`src/rtl/mem_stage_sram_ctrl.sv`:
```
// rtl/mem_stage_sram_ctrl.sv - MEM pipeline stage with a multi-cycle 16-bit SRAM controller
// Each 32-bit word moves as two half-word accesses; ~ready freezes the pipeline.
module mem_stage_sram_ctrl #(
  parameter int BASE_ADDR   = 1024,
  parameter int ADDR_W      = 18,
  parameter int WAIT_CYCLES = 2
) (
  input  logic              clk,
  input  logic              rst,
  input  logic              wb_en_in,
  input  logic              mem_r_en_in,
  input  logic              mem_w_en_in,
  input  logic [31:0]       alu_result_in,
  input  logic [31:0]       val_rm_in,
  input  logic [3:0]        dest_in,
  output logic              wb_en,
  output logic              mem_r_en,
  output logic [31:0]       alu_result,
  output logic [3:0]        dest,
  output logic [31:0]       mem_data,
  output logic              ready,
  output logic [ADDR_W-1:0] sram_addr,
  output logic [15:0]       sram_dq_out,
  input  logic [15:0]       sram_dq_in,
  output logic              sram_dq_oe,
  output logic              sram_we_n
);

  localparam int CNT_W = (WAIT_CYCLES > 1) ? $clog2(WAIT_CYCLES) : 1;

  typedef enum logic [1:0] {IDLE, LOW, HIGH, DONE} state_t;

  state_t             state, state_nxt;
  logic [CNT_W-1:0]   cnt, cnt_nxt;
  logic               req, wr, rd, last;
  logic [31:0]        eff_addr;
  logic [ADDR_W-1:0]  lo_addr, hi_addr;

  assign wb_en      = wb_en_in;
  assign mem_r_en   = mem_r_en_in;
  assign alu_result = alu_result_in;
  assign dest       = dest_in;

  // Write wins when both enables are set.
  assign req  = mem_r_en_in | mem_w_en_in;
  assign wr   = mem_w_en_in;
  assign rd   = mem_r_en_in & ~mem_w_en_in;
  assign last = (cnt == CNT_W'(WAIT_CYCLES - 1));

  assign eff_addr = alu_result_in - 32'(BASE_ADDR);
  assign lo_addr  = {eff_addr[ADDR_W:2], 1'b0};
  assign hi_addr  = {eff_addr[ADDR_W:2], 1'b1};

  always_comb begin
    state_nxt = state;
    cnt_nxt   = cnt;
    ready     = 1'b0;
    case (state)
      IDLE: begin
        ready = ~req;
        if (req) begin
          state_nxt = LOW;
          cnt_nxt   = '0;
        end
      end
      LOW: begin
        cnt_nxt = cnt + 1'b1;
        if (last) begin
          cnt_nxt   = '0;
          state_nxt = HIGH;
        end
      end
      HIGH: begin
        cnt_nxt = cnt + 1'b1;
        if (last) begin
          cnt_nxt   = '0;
          state_nxt = DONE;
        end
      end
      DONE: begin
        ready     = 1'b1;
        state_nxt = IDLE;
      end
      default: state_nxt = IDLE;
    endcase
  end

  // SRAM pins are loaded from the next state so they are stable for the whole access.
  always_ff @(posedge clk or posedge rst) begin
    if (rst) begin
      state       <= IDLE;
      cnt         <= '0;
      mem_data    <= '0;
      sram_addr   <= '0;
      sram_dq_out <= '0;
      sram_dq_oe  <= 1'b0;
      sram_we_n   <= 1'b1;
    end else begin
      state <= state_nxt;
      cnt   <= cnt_nxt;
      case (state_nxt)
        LOW: begin
          sram_addr  <= lo_addr;
          sram_dq_oe <= wr;
          sram_we_n  <= ~wr;
          if (wr) sram_dq_out <= val_rm_in[15:0];
        end
        HIGH: begin
          sram_addr  <= hi_addr;
          sram_dq_oe <= wr;
          sram_we_n  <= ~wr;
          if (wr) sram_dq_out <= val_rm_in[31:16];
        end
        default: begin
          sram_dq_oe <= 1'b0;
          sram_we_n  <= 1'b1;
        end
      endcase
      if (rd && last && state == LOW)  mem_data[15:0]  <= sram_dq_in;
      if (rd && last && state == HIGH) mem_data[31:16] <= sram_dq_in;
    end
  end

endmodule

```
`config.mk`:
```
export PLATFORM = sky130hd
export DESIGN_NAME = mem_stage_sram_ctrl
export DESIGN_NICKNAME = d
export VERILOG_FILES = /design/src/rtl/mem_stage_sram_ctrl.sv
export SDC_FILE = /design/constraint.sdc
export NUM_CORES = 1
export LEC_CHECK = 0
export ABC_CLOCK_PERIOD_IN_PS = 4300
export BUFFER_PORTS_ARGS = -buffer_cell sky130_fd_sc_hd__buf_2
export CAP_MARGIN = 20
export CELL_PAD_IN_SITES_DETAIL_PLACEMENT = 1
export CELL_PAD_IN_SITES_GLOBAL_PLACEMENT = 2
export CORE_MARGIN = 2
export CORE_UTILIZATION = 29
export DETAILED_ROUTE_END_ITERATION = 10
export PLACE_DENSITY = 0.92
export SETUP_SLACK_MARGIN = 0.2
export SLEW_MARGIN = 0
export SYNTH_ARGS = -nofsm -noshare
export SYNTH_HDL_FRONTEND = slang
export SYNTH_SLANG_ARGS = --single-unit
```
`constraint.sdc`:
```
create_clock -name clk -period 4.3 [get_ports clk]
set_clock_uncertainty 0.2 [all_clocks]
set_input_delay 0.43 -clock clk [delete_from_list [all_inputs] [get_ports clk]]
set_output_delay 0.43 -clock clk [all_outputs]
set_load 0.01 [all_outputs]
```
# Word-level counts from Yosys, hierarchy flattened

Index checks and enable logic that the tools add are counted.

Register bits after elaboration: 71
Output and inout bits: 107
Word-level logic and storage cells: 46
Input port bits: 89

Bitwise logic cells: 4
Add/sub/neg operators: 2
Multiplexer cells: 14
Equal/unequal tests: 8
Reduce and logical (&&, ||, !) cells: 10

Operator list:

| cell                                                                   | count |
|---|---|
| 18-bit case mux with 2 select lines                                    | 1 |
| 16-bit two-way mux                                                     | 2 |
| 16-bit case mux with 2 select lines                                    | 1 |
| 19-bit by 11-bit subtractor with 19-bit output (second input constant) | 1 |
| 2-bit case mux with 4 select lines                                     | 1 |
| 2-bit == test (second input constant)                                  | 3 |
| 2-bit two-way mux                                                      | 3 |
| 2-bit inequality test (second input constant)                          | 3 |
| 2-bit by 1-bit == test with 1-bit output (second input constant)       | 2 |
| 1-bit two-way mux                                                      | 4 |
| 1-bit case mux with 2 select lines                                     | 2 |
| 2-bit nonzero test                                                     | 2 |
| 2-bit OR reduction                                                     | 2 |
| 1-bit logical AND                                                      | 3 |
| 3-bit AND reduction                                                    | 1 |
| 2-bit zero test                                                        | 1 |
| 1-bit inverter                                                         | 2 |
| 2-bit AND reduction                                                    | 1 |
| 1-bit adder (second input constant)                                    | 1 |
| 1-bit AND                                                              | 1 |
| 1-bit bitwise OR                                                       | 1 |

# Depth between registers and ports, before layout

Gate-level depths: netlist of run 1.

Word-level depth: 6
Gate-level depth with buffers: 11

# Least setup slack after synthesis of run 1

OpenSTA, ideal clock, no wires.

Path kind: reg2reg
From: reg state[0]
To: reg sram_dq_out[0]
Stages on the path, launching flop included: 12
Period minus slack after synthesis: 2.606 ns
Setup time: 0.125 ns
Path slack: 1.694 ns
Data arrival time: 2.282 ns
Required time: 3.975 ns
Path through: dfrtp_1 > inv_1 > ha_1 > o22a_1 > nor2_1 > a21oi_1 > ha_1 > buf_6 > o21ba_2 > nor2_8 > buf_6 > mux2_2

Word-level cells in the longest chain between the ends: 5
Elaborated cells between the ends (all ways): 15
Those cells by class: eq/ne (7); mux (5); reduce/logical (3)

RTL lines:

| element                                                                             | line | text |
|---|---|---|
| from (decl)                                                                         | 33   | `state_t state, state_nxt;` |
| from (signal assigned)                                                              | 99   | `state <= state_nxt;` |
| 2-bit == test, or another cell as far along                                         | 58   | `case (state)` |
| 2-bit case mux with 4 select lines (*)                                              | 58   |  |
| via state_nxt[1]                                                                    | 33   |  |
| 2-bit by 1-bit == test with 1-bit output / 2-bit == test (equally long branches)    | 101  | `case (state_nxt)` |
| 2-bit inequality test (no source line) / 2-bit nonzero test (equally long branches) | -    |  |
| 3-bit AND reduction (no source line)                                                | -    |  |
| to (signal assigned)                                                                | 106  | `if (wr) sram_dq_out <= val_rm_in[15:0];` |
| to (signal assigned)                                                                | 112  | `if (wr) sram_dq_out <= val_rm_in[31:16];` |
| to (decl)                                                                           | 23   | `output logic [15:0] sram_dq_out,` |

The timed path passes the listed nets; every way through them passes the cells marked *.
A chain may end at the register's enable or synchronous reset.

# Final worst setup path of run 1

From: reg state[1]
To: reg sram_dq_out[12]

Word-level cells in the longest chain between the ends: 5
Elaborated cells between the ends (all ways): 15
Those cells by class: eq/ne (7); mux (5); reduce/logical (3)

RTL lines:

| element                                                                             | line |
|---|---|
| 2-bit == test, or another cell as far along                                         | 58 |
| 2-bit case mux with 4 select lines (*)                                              | 58 |
| 2-bit by 1-bit == test with 1-bit output / 2-bit == test (equally long branches)    | 101 |
| 2-bit inequality test (no source line) / 2-bit nonzero test (equally long branches) | - |
| 3-bit AND reduction (no source line)                                                | - |

Mark *: on every way between the ends. The rest lies on a longest branch, timed or not.

==> run metrics, run 1 <==
status finished clean; core area ~12000 µm²; fraction of layout cells with a size suffix above 1 0.640; Post-Syn Area per Cell 13.2 µm²; Finished Layout Cells around 540; first-pass GRT wire length approximately 13000 µm; Syn-to-layout area delta 26.1%; Post-Route WL around 8300 µm; initial antenna violation count 0; power after layout 4000 µW; # resized after CTS 0; cell count after synthesis 270; # Post-CTS Setup Buffers 0; Hold Violations, Final 0; Port Buf Inserts 155; Final Max Slew Viols 0; Avg WL per Cell ~15 µm; TritonCTS clock tree done; Post-Syn Area between 3000 and 4000 µm²; fill cell count approximately 1300; TNS Setup 0 ns; number of global-route vias before repair roughly 2600; Routability Congestion 0.684; Num CTS Buffers 9; placed cell count 528; CP startpoint state[1]; drt pass-1 iters 3; Setup-failing EPs final 0; RR Startpoint state[1]; Worst Path Arrival ~3.1 ns; vias per cell approximately 4.5; initial core utilization 0.297; maximum VDD drop ~0.32 mV; antenna fix cells 0; Clock transition at path regs around 0.060 ns; worst skew pair latency 0.33 ns; # DRC 0; Clk Tree Root Cell clkbuf_16; synthesized flop and latch total between 70 and 80; WP data required ~4.3 ns; Warnings, synthesis 0; met1 GRT Util 0.152; Setup CP Type reg -> reg; global-route usage over all layers 0.128; Final Cycle Share 0.720; GR Util met2 0.213; crit end category flip-flop; DP HPWL 6280 µm; critical path launch point type flip-flop; Yosys cell types 36; die area about 13000 µm²; Leakage 0.00232 µW; Die X about 110 µm; post-synthesis sequential area ratio 0.498; min Tclk post-route 3.10 ns; Via Count around 2400; Hold Path Class in -> async; DR iter-0 viols between 70 and 80; RSZ-0062 raised after global routing false; # IOs a little under 200; P per Cell Area 889 nW/µm²; max_slew headroom 0.454; M3 GR Usage 0.0401; H-tree lvl count 3; clock sink total around 70; final antenna-violating net count 0; Final #Nets between 400 and 500; placement row count 40; GRT overflow 0; chip height roughly 110 µm; Post-Syn Nets between 300 and 400; hold buffer count at CTS 0; Max Buffers Root-to-Sink 2; grt peak-use layer met2; Max Fanout on Critical Path 18; Worst Tran Pin Value just over 0.8 ns; MaxCap Viol Count 0; fmax between 300 and 400 MHz; largest net degree at the start of global routing 40
## registers in the layout, summed over array words and instances (netlist names)
name,cells
sram_addr,18
sram_we_n,1
mem_data,32
cnt,1
state,2
sram_dq_oe,1
sram_dq_out,16
## layout by cell type, fill, tap and decap left out, types with 2 or more instances in the layout
cell type	n
a211o_1	2
a21oi_1	3
buf_2	155
buf_4	2
clkbuf_16	9
clkinvlp_4	2
dfrtp_1	70
ha_1	9
inv_1	7
inv_6	2
mux2_2	52
mux2_4	20
nand2_1	9
nand2_4	2
nand2b_1	2
nand3_1	4
nor2_1	10
nor2b_1	3
nor3b_1	3
o21ai_0	7
xnor2_1	3
## report_power, final
part	internal, µW	switching, µW	total, µW
Combinational	1060	964	2020
Clock	468	294	761
Sequential	1030	184	1210
## area by class of cell
cell class              instances  area [µm²]  area share
well taps                     147         184      0.0409
multi-input cells             145        1410       0.313
clock buffers                  10         239      0.0531
flip-flops and latches         71        1780       0.395
clock inverters                 6        67.6      0.0150
inverters                       8        30.0     0.00667
repair buffers                157         791       0.176
## routing by layer
layer | share of wire | vias to the layer above
li1 | - | 1140
met1 | 0.41 | 1180
met2 | 0.50 | 103
met3 | 0.077 | 18
met4 | 0.020 | 0
met5 | 0 | -
## cell usage after synthesis (all sizes together)
master / count / share of area
mux2: 73 / 0.25
dfrtp: 70 / 0.49
buf: 46 / 0.098
nand2: 11 / 0.016
nor2: 11 / 0.016
ha: 9 / 0.032
inv: 8 / 0.0084
o21ai: 8 / 0.011
nand3: 4 / 0.0056
a21oi: 3 / 0.0042
nor2b: 3 / 0.0053
nor3b: 3 / 0.0063
xnor2: 3 / 0.0074
a211o: 2 / 0.0049
nand2b: 2 / 0.0035
a21o: 1 / 0.0021
a311o: 1 / 0.0028
and2: 1 / 0.0018
and3b: 1 / 0.0028
dfstp: 1 / 0.0074
nor3: 1 / 0.0014
nor4: 1 / 0.0035
o21ba: 1 / 0.0028
o22a: 1 / 0.0025
o311ai: 1 / 0.0025
o32a: 1 / 0.0028
o32ai: 1 / 0.0025
or2: 1 / 0.0018
or4b: 1 / 0.0028
## final timing paths
check | cells past startpoint | slack (ns) | end
worst max-delay path | 9 | 1.20 | sram_dq_out[12]
worst min-delay path | 2 | 0.009 | sram_addr[3]
worst max register to register | 9 | 1.20 | sram_dq_out[12]
worst min register to register | 2 | 0.28 | sram_addr[13]
max in group asynchronous | 3 | 2.91 | mem_data[7]
min in group clk | 2 | 0.14 | sram_addr[9]
## cells by family after synthesis
kind of cell	share of synthesized area
multiplexers	0.251
flip-flops	0.498
buffers and inverters	0.107
AND/OR/NAND/NOR	0.0666
AO/OA/AOI/OAI	0.0382
adder cells (fa/ha/maj)	0.0316
XOR/XNOR	0.00736
## through the flow
step | hold WS [ns] | utilization | area [µm²] | setup WS, ns
2_1_floorplan | 0.319 | - | 3570 | 1.69
3_3_place_gp | 0.268 | 0.349 | 4190 | 1.35
3_5_place_dp | 0.273 | 0.349 | 4190 | 1.21
4_1_cts | 0.0473 | 0.375 | 4500 | 1.19
5_1_grt | 0.0775 | 0.375 | 4500 | 1.01
6_report | 0.00909 | 0.375 | 4500 | 1.20
## critical path, stage by stage (launching register included)
cell     delay (ns)
dfrtp_1        0.45
inv_1          0.14
ha_1           0.29
nor2_1         0.07
a21oi_1        0.21
o32ai_1        0.14
ha_1           0.49
o21ba_2        0.36
nor2_8         0.25
mux2_2         0.38
(Power assumes the default switching activity.)
==> run 2, diff against run 1 <==
ABC_CLOCK_PERIOD_IN_PS = 3050   (was 4300)
CORE_UTILIZATION = 27   (was 29)
PLACE_DENSITY = 0.87   (was 0.92)
clock period = 3.05 ns   (was 4.3 ns; I/O delays follow)
==> run metrics, run 2 (same netlist as run 1, synthesis figures left out) <==
status finished clean; TritonCTS clock tree done; Final Max Slew Viols 0 (unchanged); GRT overflow 0 (unchanged); # DRC 0 (unchanged); Final Cycle Share 0.885 (+0.164); initial core utilization 0.273 (-0.0244); max_slew headroom 0.534 (+0.0799); Clk Tree Root Cell clkbuf_16; Post-Route WL 8420 µm (+1.2%); sequential cell area 1780 µm² (about the same); Syn-to-layout area delta 31.1%; biggest regs mem_data (32), sram_addr (18), sram_dq_out (16); min Tclk post-route 2.70 ns (-0.399 ns); Worst Path Arrival 2.73 ns (-0.38 ns); Max Buffers Root-to-Sink 2 (unchanged); commonest non-fill, non-tap cell in the layout buf_2; final antenna-violating net count 0 (unchanged); Via Count 2502 (+2.5%); Finished Layout Cells 584 (+7.4%); Hold Path Class in -> reg; maximum VDD drop 0.570 mV (+76%); H-tree lvl count 3 (unchanged); Setup-failing EPs final 0 (unchanged); chip height 119 µm (+3.5%); # IOs 196 (unchanged); initial antenna violation count 0 (unchanged); Port Buf Inserts 155 (unchanged); Final #Nets 501 (+2.2%); Die X 119 µm (+3.5%); first-pass GRT wire length 13500 µm (+3.2%); antenna fix cells 0 (unchanged); TNS Setup 0 ns (unchanged); crit end category flip-flop; Final Instance Area 4680 µm² (+4.0%); most frequent cells in the layout 155 x buf_2, 69 x dfrtp_1, 52 x mux2_2; Leakage 0.00237 µW (+2.4%); CP max stage cell dfrtp_1; die area 14200 µm² (+7.1%); footprint of the multi-input gates 1420 µm² (+0.36%); worst-path cell chain inv_1, ha_2, o22a_1, nor2_1, a21oi_1, ha_2, buf_4, or2_2, o311ai_1; WP data required 3.08 ns (-1.23 ns); fill cell count 1468 (+9.2%); RSZ-0062 raised after global routing false; number of global-route vias before repair 2758 (+6.0%); placement row count 42 (+5.0%); largest net degree at the start of global routing 43 (+7.5%); Placed Area 4260 µm² (+1.5%); Routability Congestion 0.689 (+0.72%); Num CTS Buffers 9 (unchanged); MaxCap Viol Count 0 (unchanged); Critical Path Max Stage Delay 0.42 ns (-0.07 ns); global-route usage over all layers 0.122 (-0.00641); P per Cell Area 1230 nW/µm² (+38%); clock sink total 71 (unchanged); DP HPWL 6290 µm (about the same); core area 13100 µm² (+8.9%); Avg WL per Cell 14.4 µm (-5.8%); Setup WS pre-CTS 0.227 ns (-0.981 ns); Largest register FFs 32 (unchanged); Clock transition at path regs 0.06 ns (about the same); DR iter-0 viols 73 (-7.6%); most flop-heavy register mem_data; Hold Violations, Final 0 (unchanged); setup ws final 0.351 ns (-0.851 ns); fraction of layout cells with a size suffix above 1 0.635 (-0.00499); drt pass-1 iters 4 (+1); Max Fanout on Critical Path 21 (+3); placed cell count 559 (+5.9%); Worst Tran Pin Value 0.698 ns (-0.121 ns); Setup CP Type reg -> reg; critical path launch point type flip-flop; fmax 371 MHz (+15%); cell mode on critical path ha_2; worst skew pair latency 0.33 ns (about the same); vias per cell 4.28 (-4.5%)
[run 2: critical path: cells and delay by family, from the launching register on]
kind / cells / cell delay, ns
flip-flops: 1 / 0.42
AND/OR/NAND/NOR: 2 / 0.35
AO/OA/AOI/OAI: 3 / 0.59
adder cells (fa/ha/maj): 2 / 0.64
buffers and inverters: 2 / 0.38
[run 2: timing repair]
action | 4_1_cts | 5_1_grt
hold endpoints to repair | 38 | 0
gates resized for setup | 0 | 4
hold buffers | 9 | 0
buffers inserted | 0 | 0
setup endpoints to repair | 0 | 19
[run 2: metrics by stage]
| step | hold WS [ns] | utilization | power [µW] |
|---|---|---|---|
| floorplan | 0.215 | - | 3850 |
| global placement | 0.254 | 0.325 | 4530 |
| detailed placement | 0.258 | 0.325 | 4680 |
| CTS | 0.000505 | 0.357 | 5850 |
| global route | 0.00850 | 0.358 | 6200 |
| finish | 0.0171 | 0.358 | 5750 |
[run 2: power breakdown]
| group | switching, µW | internal [µW] |
|---|---|---|
| clock | 408 | 716 |
| combinational | 1370 | 1550 |
| sequential | 257 | 1460 |
[run 2: area by class of cell]
| type | count | area share |
|---|---|---|
| flip-flops and latches | 71 | 0.380 |
| multi-input cells | 145 | 0.302 |
| repair buffers | 168 | 0.195 |
| clock buffers | 9 | 0.0481 |
| well taps | 176 | 0.0471 |
| clock inverters | 7 | 0.0209 |
| inverters | 8 | 0.00642 |
[run 2: worst paths after layout]
| path | from | endpoint | slack [ns] | cells after the start |
|---|---|---|---|---|
| worst max-delay path | state[0] | sram_addr[15] | 0.35 | 9 |
| worst min-delay path | sram_dq_in[4] | mem_data[4] | 0.02 | 2 |
| worst max register to register | state[0] | sram_addr[15] | 0.35 | 9 |
| worst min register to register | sram_addr[11] | sram_addr[11] | 0.29 | 2 |
| max in group asynchronous | rst | sram_dq_out[3] | 1.54 | 4 |
| min in group asynchronous | rst | sram_addr[8] | 0.42 | 3 |
[run 2: layer usage]
| metal | vias up | part of all wire | track usage |
|---|---|---|---|
| met5 | - | 0 | 0 |
| met4 | 0 | 0.023 | 0.0536 |
| met3 | 25 | 0.080 | 0.0508 |
| met2 | 95 | 0.51 | 0.214 |
| met1 | 1227 | 0.39 | 0.126 |
| li1 | 1155 | - | - |
==> run 3, diff against run 2 <==
BUFFER_PORTS_ARGS = unset   (was -buffer_cell sky130_fd_sc_hd__buf_2)
CORE_UTILIZATION = 38   (was 27)
DONT_BUFFER_PORTS = 1   (was unset)
PLACE_DENSITY = 0.86   (was 0.87)
==> run metrics, run 3 (same netlist as run 1, synthesis figures left out) <==
DR iter-0 viols 37 (-49%); Max Fanout on Critical Path 16 (-24%); critical path launch point type flip-flop; r2r worst-path depth 8 (-1); Hold Path Class in -> reg; initial antenna violation count 0 (unchanged); final antenna-violating net count 0 (unchanged); MaxCap Viol Count 0 (unchanged); cell mode on critical path ha_1; Routability Congestion 0.675 (-2.0%); Largest register FFs 32 (unchanged); Port Buf Inserts 0 (-100%); most frequent cells in the layout 70 x dfrtp_1, 52 x mux2_2, 37 x dlygate4sd3_1; Min-Delay Path Depth 3 (+1); Hold Violations, Final 0 (unchanged); die area 10200 µm² (-28%); Setup CP Type reg -> reg; Critical path buffers and inverters 1 (-1); Worst Path Arrival 2.74 ns (about the same); Final Cycle Share 0.891 (+0.00611); Leakage 0.00181 µW (-24%); Final Max Slew Viols 0 (unchanged); Critical Path Max Stage Delay 0.45 ns (+0.03 ns); crit end category flip-flop; Setup-failing EPs final 0 (unchanged); TritonCTS clock tree done; WP data required 3.08 ns (about the same); Die X 101 µm (-15%); CP max stage cell dfrtp_1; Num CTS Buffers 9 (unchanged); Stages on worst setup path 8 (-1); min Tclk post-route 2.72 ns (+0.0186 ns); antenna fix cells 0 (unchanged); Worst Tran Pin Value 0.657 ns (-0.0418 ns); chip height 101 µm (-15%); worst-path cell chain inv_1, ha_1, nor2b_1, o32a_1, ha_1, o21ba_2, nor2_8, mux2_2; placed cell count 340 (-39%); fmax 368 MHz (-0.69%); Final #Nets 375 (-25%); biggest regs mem_data (32), sram_addr (18), sram_dq_out (16); status finished clean; H-tree lvl count 3 (unchanged); vias per cell 5.26 (+23%); Syn-to-layout area delta 11.6%; Post-Route WL 7470 µm (-11%); Finished Layout Cells 393 (-33%); Max Buffers Root-to-Sink 2 (unchanged); commonest non-fill, non-tap cell in the layout dfrtp_1; clock sink total 71 (unchanged); sequential cell area 1780 µm² (about the same); worst skew pair latency 0.34 ns (about the same); number of global-route vias before repair 2298 (-17%); # Post-CTS Setup Buffers 0 (unchanged); critical path's top delay family compound AO/OA/AOI/OAI gates; global-route usage over all layers 0.151 (+0.0293); Clock transition at path regs 0.08 ns (+0.02 ns); most flop-heavy register mem_data; power after layout 4990 µW (-13%); footprint of the multi-input gates 1420 µm² (+0.26%); Clk Tree Root Cell clkbuf_8; P per Cell Area 1250 nW/µm² (+1.9%); fill cell count 935 (-36%); initial core utilization 0.388 (+0.115); max_slew headroom 0.559 (+0.0252); largest net degree at the start of global routing 46 (+7.0%); TNS Setup 0 ns (unchanged); first-pass GRT wire length 11900 µm (-12%); Avg WL per Cell 19.0 µm (+32%); GRT overflow 0 (unchanged); drt pass-1 iters 4 (unchanged); core area 9200 µm² (-30%); # IOs 196 (unchanged); DP HPWL 5080 µm (-19%); maximum VDD drop 0.588 mV (+3.1%); fraction of layout cells with a size suffix above 1 0.372 (-0.262); Via Count 2069 (-17%); # DRC 0 (unchanged); placement row count 35 (-17%); RSZ-0062 raised after global routing true
-- run 3: cell types whose count changed in the layout (fill, tap and decap cells not counted), sizes merged --
cell,before,now
inv,8,9
buf,159,5
bufinv,2,1
dlygate4sd3,9,37
-- run 3: worst paths after layout --
| kind | start | end | slack, ns |
|---|---|---|---|
| setup / recovery | state[1] | sram_dq_out[5] | 0.33 |
| hold / removal | alu_result_in[16] | sram_addr[16] | 0.01 |
| setup reg to reg | state[1] | sram_dq_out[5] | 0.33 |
| hold reg to reg | sram_dq_out[9] | sram_dq_out[9] | 0.36 |
| max in group asynchronous | rst | mem_data[5] | 1.85 |
| min in group asynchronous | rst | mem_data[25] | 0.27 |
-- run 3: power by group --
| group | internal (µW) | switching [µW] | total [µW] |
|---|---|---|---|
| Sequential | 1450 | 561 | 2010 |
| Combinational | 1280 | 944 | 2220 |
| Clock | 379 | 374 | 753 |
| Total | 3110 | 1880 | 4990 |
-- run 3: cell type report --
class | count | area share
clock inverter | 7 | 0.0182
inverter | 8 | 0.00754
multi-input combinational | 145 | 0.356
sequential | 71 | 0.446
timing repair buffer | 42 | 0.106
clock buffer | 9 | 0.0311
tap | 111 | 0.0349
-- run 3: metrics by stage --
| stage | area, µm² | worst slack [ns] | utilization | hold slack, ns |
|---|---|---|---|---|
| after CTS | 3970 | 0.257 | 0.432 | 0.0000474 |
| after detailed placement | 3410 | 0.284 | 0.370 | 0.0749 |
| after global placement | 3410 | 0.405 | 0.370 | 0.0654 |
| final | 3980 | 0.333 | 0.433 | 0.0106 |
| after floorplan | 3570 | 0.444 | - | 0.215 |
| after global routing | 3980 | 0.175 | 0.433 | 0.00310 |
-- run 3: tightest hold or removal path: cells and delay by family --
kind             cells  cell delay [ns]
and+or+nand+nor      3             0.20
-- run 3: metal layers --
layer / vias up / wire length, µm / GRT usage
met3: 18 / 755 / 0.0652
met4: 0 / 121 / 0.0541
li1: 898 / - / -
met5: - / 0 / 0
met2: 118 / 3780 / 0.261
met1: 1035 / 2810 / 0.164
-- run 3: repair_timing --
item | in CTS | in global routing
hold buffers | 37 | 0
hold endpoints to repair | 123 | 0
resized for setup | 0 | 3
setup endpoints to repair | 0 | 18
